File: config.mk
export PLATFORM = sky130hd
export DESIGN_NAME = pc_redirect_ctrl
export DESIGN_NICKNAME = d
export VERILOG_FILES = /design/src/rtl/pc_redirect_ctrl.sv
export SDC_FILE = /design/constraint.sdc
export NUM_CORES = 1
export LEC_CHECK = 0
export BUFFER_PORTS_ARGS = -buffer_cell sky130_fd_sc_hd__clkbuf_2
export CAP_MARGIN = 10
export CORE_MARGIN = 8
export CORE_UTILIZATION = 31
export CTS_CLUSTER_DIAMETER = 50
export DETAILED_ROUTE_END_ITERATION = 16
export GPL_ROUTABILITY_DRIVEN = 0
export HOLD_SLACK_MARGIN = 0.03
export MAX_ROUTING_LAYER = met4
export PLACE_DENSITY = 0.68
export SYNTH_ARGS = -nofsm -noshare
export SYNTH_HDL_FRONTEND = slang
export SYNTH_SLANG_ARGS = --single-unit
File: constraint.sdc
create_clock -name clk -period 1.6 [get_ports clk]
set_input_delay 0.32 -clock clk [delete_from_list [all_inputs] [get_ports clk]]
set_output_delay 0.32 -clock clk [all_outputs]
set_load 0.02 [all_outputs]
File: src/rtl/pc_redirect_ctrl.sv
// Purpose: fetch PC sequencer with branch redirect, pending-redirect hold and flush generation.
// Latency: an accepted redirect appears on pc one clock edge later; sequential advance is +4 per edge.
// Backpressure: imem_ready low or stall high holds pc; a redirect arriving while imem is not ready is parked in PEND.
module pc_redirect_ctrl #(
  parameter int unsigned           PC_W     = 9,
  parameter logic [PC_W-1:0]       RESET_PC = '0
) (
  input  logic            clk,
  input  logic            reset,
  input  logic            stall,
  input  logic            imem_ready,
  input  logic            ex_valid,
  input  logic            pc_sel,
  input  logic [31:0]     branch_target,
  output logic [PC_W-1:0] pc,
  output logic            fetch_valid,
  output logic            if_id_flush,
  output logic            id_ex_flush,
  output logic            redirect_pending,
  output logic [15:0]     taken_count,
  output logic            misalign_err
);

  localparam logic [0:0] RUN  = 1'b0;
  localparam logic [0:0] PEND = 1'b1;

  logic [0:0]      state_q, state_d;
  logic [PC_W-1:0] pc_q, pc_d;
  logic [PC_W-1:0] tgt_q, tgt_d;
  logic [15:0]     cnt_q, cnt_d;
  logic            mis_q, mis_d;

  logic            redir;
  logic [PC_W-1:0] eff_tgt;
  logic [PC_W-1:0] pc_inc;

  // Redirect event, word-aligned truncated target and sequential next PC.
  always_comb begin
    redir   = ex_valid & pc_sel;
    eff_tgt = {branch_target[PC_W-1:2], 2'b00};
    pc_inc  = pc_q + PC_W'(4);
  end

  // Next-state logic: redirect beats stall; the newest redirect always owns the parked target.
  always_comb begin
    state_d = state_q;
    pc_d    = pc_q;
    tgt_d   = tgt_q;
    case (state_q)
      RUN: begin
        if (redir) begin
          if (imem_ready) begin
            pc_d = eff_tgt;
          end else begin
            tgt_d   = eff_tgt;
            state_d = PEND;
          end
        end else if (imem_ready && !stall) begin
          pc_d = pc_inc;
        end
      end
      PEND: begin
        if (redir) begin
          // A younger redirect replaces the parked one; it is issued on a later ready cycle.
          tgt_d = eff_tgt;
        end else if (imem_ready) begin
          pc_d    = tgt_q;
          state_d = RUN;
        end
      end
      default: state_d = RUN;
    endcase
  end

  // Saturating redirect counter and sticky misaligned-target flag.
  always_comb begin
    cnt_d = cnt_q;
    mis_d = mis_q;
    if (redir) begin
      if (cnt_q != 16'hFFFF) begin
        cnt_d = cnt_q + 16'd1;
      end
      if (branch_target[1:0] != 2'b00) begin
        mis_d = 1'b1;
      end
    end
  end

  // State registers with asynchronous active-low reset; a parked redirect is dropped on reset.
  always_ff @(posedge clk or negedge reset) begin
    if (!reset) begin
      state_q <= RUN;
      pc_q    <= RESET_PC;
      tgt_q   <= '0;
      cnt_q   <= '0;
      mis_q   <= 1'b0;
    end else begin
      state_q <= state_d;
      pc_q    <= pc_d;
      tgt_q   <= tgt_d;
      cnt_q   <= cnt_d;
      mis_q   <= mis_d;
    end
  end

  // Combinational outputs derived from current state and inputs.
  always_comb begin
    pc               = pc_q;
    redirect_pending = (state_q == PEND);
    if_id_flush      = redir | (state_q == PEND);
    id_ex_flush      = redir;
    fetch_valid      = (state_q == RUN) & imem_ready & ~stall & ~redir;
    taken_count      = cnt_q;
    misalign_err     = mis_q;
  end

endmodule

# Word level (Yosys, flattened, before mapping)
# Cells that the tools add are included.
# Widths: inputs -> output; s select.
[totals]
ff_bits = 36
wordCells = 44
[classes]
addsub = 2
n_eq_ne = 8
n_mux = 14
n_bitwise = 8
reduce_logical = 7
[ops]
columns = ["operator", "count"]
rows = [
  ["$mux 9", 8],
  ["$pmux 9 s2", 2],
  ["$add 16x1->16 const B", 1],
  ["$ne 16x16->1 const B", 1],
  ["$add 9x3->9 const B", 1],
  ["$ne 2x2->1 const B", 4],
  ["$ne 3x3->1 const B", 2],
  ["$and 1x1->1", 4],
  ["$reduce_and 2->1", 2],
  ["$reduce_and 4->1", 1],
  ["$mux 1", 3],
  ["$not 1->1", 3],
  ["$reduce_and 3->1", 1],
  ["$ne 2x1->1 const B", 1],
  ["$pmux 1 s2", 1],
  ["$reduce_bool 2->1", 1],
  ["$logic_and 1x1->1", 1],
  ["$logic_not 1->1", 1],
  ["$or 1x1->1", 1],
]

# Longest topological paths before layout
[depth]
word_depth = 5
depth_mapped = 6
ltp_nobuf = 5

# Worst setup path before layout
# OpenSTA, ideal clock, no wires.
[synth_timing]
kind = "reg2reg"
from = "register cnt_q[0] (netlist: taken_count[0])"
to = "register cnt_q[1] (netlist: taken_count[1])"
setup_ps = 125
arrival_time_ps = 1743
slack_ps = -268
stages_incl_launch_ff = 7
path_cell_list = "dfrtp_1 > ha_1 > nand3_1 > or3_1 > buf_6 > o21ai_4 > mux2_4"
[synth_between]
elab_chain_len = 2
[synth_lines]
columns = ["item", "line_no", "source"]
rows = [
  ["from (decl)", "30", "logic [15:0] cnt_q, cnt_d;"],
  ["from (signal assigned)", "101", "cnt_q <= cnt_d;"],
  ["branches (longest 2 deep; another with $add 16x1->16)", "-", ""],
]
# Several ways; the timed one is not identified.
# A chain may end at the register's enable or synchronous reset.

# Final worst setup path
[layout_timing]
from = "register cnt_q[1] (netlist: taken_count[1])"
to = "register cnt_q[1] (netlist: taken_count[1])"
# The elaborated chain is that of the path after synthesis.

==> reports/results.ini <==
[outcome]
status = finished clean

[worst_setup_path]
cp.arrival_ns = 1.71
crit_type = reg2reg
r2r-start = taken_count[1]
cp-start-kind = flop
cp_max_fo = 3
critPathLaunch = taken_count[1]
end_kind = flop
rr_worst_depth = 5
cp.required_ns = 1.77

[timing]
fin_crit_sh_pct = 96.5
drv_slew = 0
worst_slew_pin_slew_ns = 0.597
hold_violations = 0
setup_viol = 0
max_slew_margin_pct = 60.2
period_needed_ns = 1.54
fin_worst_skew_ns = 0.00591
max_freq_mhz = 648
setup_slack_ns = 0.0567
grt_setup_unrepaired = true

[power]
p_total_mw = 3.15
max-vdd-ir-drop_v = 0.000588
powerDensity_nw_per_um2 = 1340
leakage_nw = 1.09

[die]
boundaryPins = 68
start_util_pct = 31.5
floorplan.die.height_um = 90.1
die_x_um = 90.1
core_area_um2 = 5410
placementRows = 27
fp.dieArea_um2 = 8120

[cells_and_area]
final_cell_mix = 42 x clkbuf_2, 31 x buf_4, 29 x dfrtp_1, 13 x nand2_1, 13 x a21oi_1
fin_util_pct = 43.6
drive_gt1_share_pct = 46.9
fillers = 554
antenna-diode-count = 0
nNetsFinal = 278
syn_to_final_growth_pct = 38.5
final_common_cell = clkbuf_2

[logic_synthesis]
synth.avg_cell_area_um2 = 10.4
yosys.area_share.xor_xnor_pct = 7.21
yosysSeqAreaShare_pct = 47.1
synthSimpleGateAreaFrac_pct = 15.1
synth_seq_cells = 32
synth_edf_count = 0
postSynth.asyncResetShare_pct = 100
synth_flop_cell = dfrtp_1
synth_top_family_by_area = compound AO/OA/AOI/OAI gates
synthCells = 164
synth_compound_area_share_pct = 16.6
synthMuxAreaShare_pct = 8.09
synth_cell_type_count = 44
netlist_area_um2 = 1700
synthAdderAreaFrac_pct = 1.47
yosysWarnings = 0

[placed_design]
io_buffers = 42
hpwl_mm = 3.30
dp_slack_ns = 0.00156

[grt]
grt_max_degree = 24
grt.overflow.total = 0
grt_use_total_pct = 11.2
grt_pass1_vias = 1557
grt_pass1_wl_mm = 7.25
antenna_found_initial = 0

[clock_tree]
htreeDepth = 2
clk_latency_ns = 0.28
cts_tree = yes
root_buffer = clkbuf_8
cts_buffers = 5
clock_path_buffers = 2
cts_sinks = 32
clkTransAtPathRegs_ns = 0.07
hold_buffers = 0

[drt]
drt-vias-per-instance = 4.83
first_pass_iters = 4
wl_per_cell_um = 13.8
via_count = 1502
drt_iter0_drc = 56
antenna_left = 0
wl_mm = 4.29
drc_errors = 0

[worst_hold_path]
hold_path_class = in2async

[run]
cap_viol_max_count = 0

[final cells by class]
cell class                 count  area, um2  share of cell area [%]
timing repair buffer          74        454                    19.3
sequential                    32        805                    34.1
tap                           72       90.1                    3.82
inverter                       4       17.5                   0.743
clock buffer                   7       96.3                    4.09
multi-input combinational    121        863                    36.6
clock inverter                 1       30.0                    1.27
[final timing paths]
path,slack [ns],end
setup / recovery,0.06,taken_count[1]
setup reg to reg,0.06,taken_count[1]
max in group asynchronous,1.05,pc[4]
hold / removal,0.03,taken_count[9]
min in group clk,0.28,misalign_err
hold reg to reg,0.48,misalign_err
[registers in the layout (all words and copies together) (netlist names)]
signal	cells
taken_count	16
misalign_err	1
redirect_pending	1
tgt_q	7
pc	7
[metal layers]
metal	vias to the layer above	part of all wire [%]	GRT usage, %
li1	736	-	-
met1	719	46	12.6
met2	43	49	18.5
met3	4	4.2	3.33
met4	0	0.84	3.74
met5	-	0	-
[metrics by stage]
step                      cells  hold slack [ns]  setup TNS, ns  cell area (um2)
after floorplan             165           0.0244         -0.128             1730
after global routing        311           0.0601         -0.151             2360
after CTS                   309           0.0340              0             2320
final                       311           0.0268              0             2360
after global placement      301            0.341              0             2200
after detailed placement    301            0.346              0             2200
[worst max-delay path, cell delays in order, from the launching register on]
cell	delay (ns)
dfrtp_2	0.39
ha_4	0.15
nand3_2	0.07
or3_4	0.36
o21ai_4	0.15
mux2_4	0.31
[report_power, final]
group	leakage [nW]	internal [mW]	switching, mW
registers	0.393	0.999	0.186
logic	0.637	0.524	0.579
clock network	0.0645	0.550	0.309
[cell families (layout without fill, tap and decap cells)]
group | after synthesis | after routing
AND/OR/NAND/NOR | 50 | 50
multiplexers | 12 | 12
XOR/XNOR | 14 | 14
adder cells (fa/ha/maj) | 2 | 2
buffers and inverters | 12 | 86
other | 1 | 2
AO/OA/AOI/OAI | 41 | 41
flip-flops | 32 | 32
[cell usage after synthesis, types with 2 or more instances]
library cell | instances | area share [%]
a21o_1 | 2 | 0.88
a21oi_1 | 13 | 3.8
a2bb2oi_1 | 2 | 1.0
and3_1 | 5 | 1.8
buf_2 | 2 | 0.59
buf_4 | 2 | 0.88
buf_6 | 2 | 1.3
clkbuf_1 | 2 | 0.44
dfrtp_1 | 32 | 47
ha_1 | 2 | 1.5
inv_1 | 2 | 0.44
mux2_2 | 10 | 6.6
nand2_1 | 13 | 2.9
nand3_1 | 11 | 3.2
nand4_1 | 3 | 1.1
nor2_1 | 4 | 0.88
nor2b_1 | 4 | 1.5
nor3_1 | 4 | 1.2
o211ai_1 | 4 | 1.8
o21ai_0 | 9 | 2.6
xnor2_1 | 12 | 6.2
xor2_1 | 2 | 1.0
[timing repair]
action                     in CTS  in global routing
setup endpoints to repair       2                  9
gates resized for setup         2                  6
pin swaps                       0                  4
setup buffers                   0                  2
Note: power is estimated with default switching activity, not from simulation.
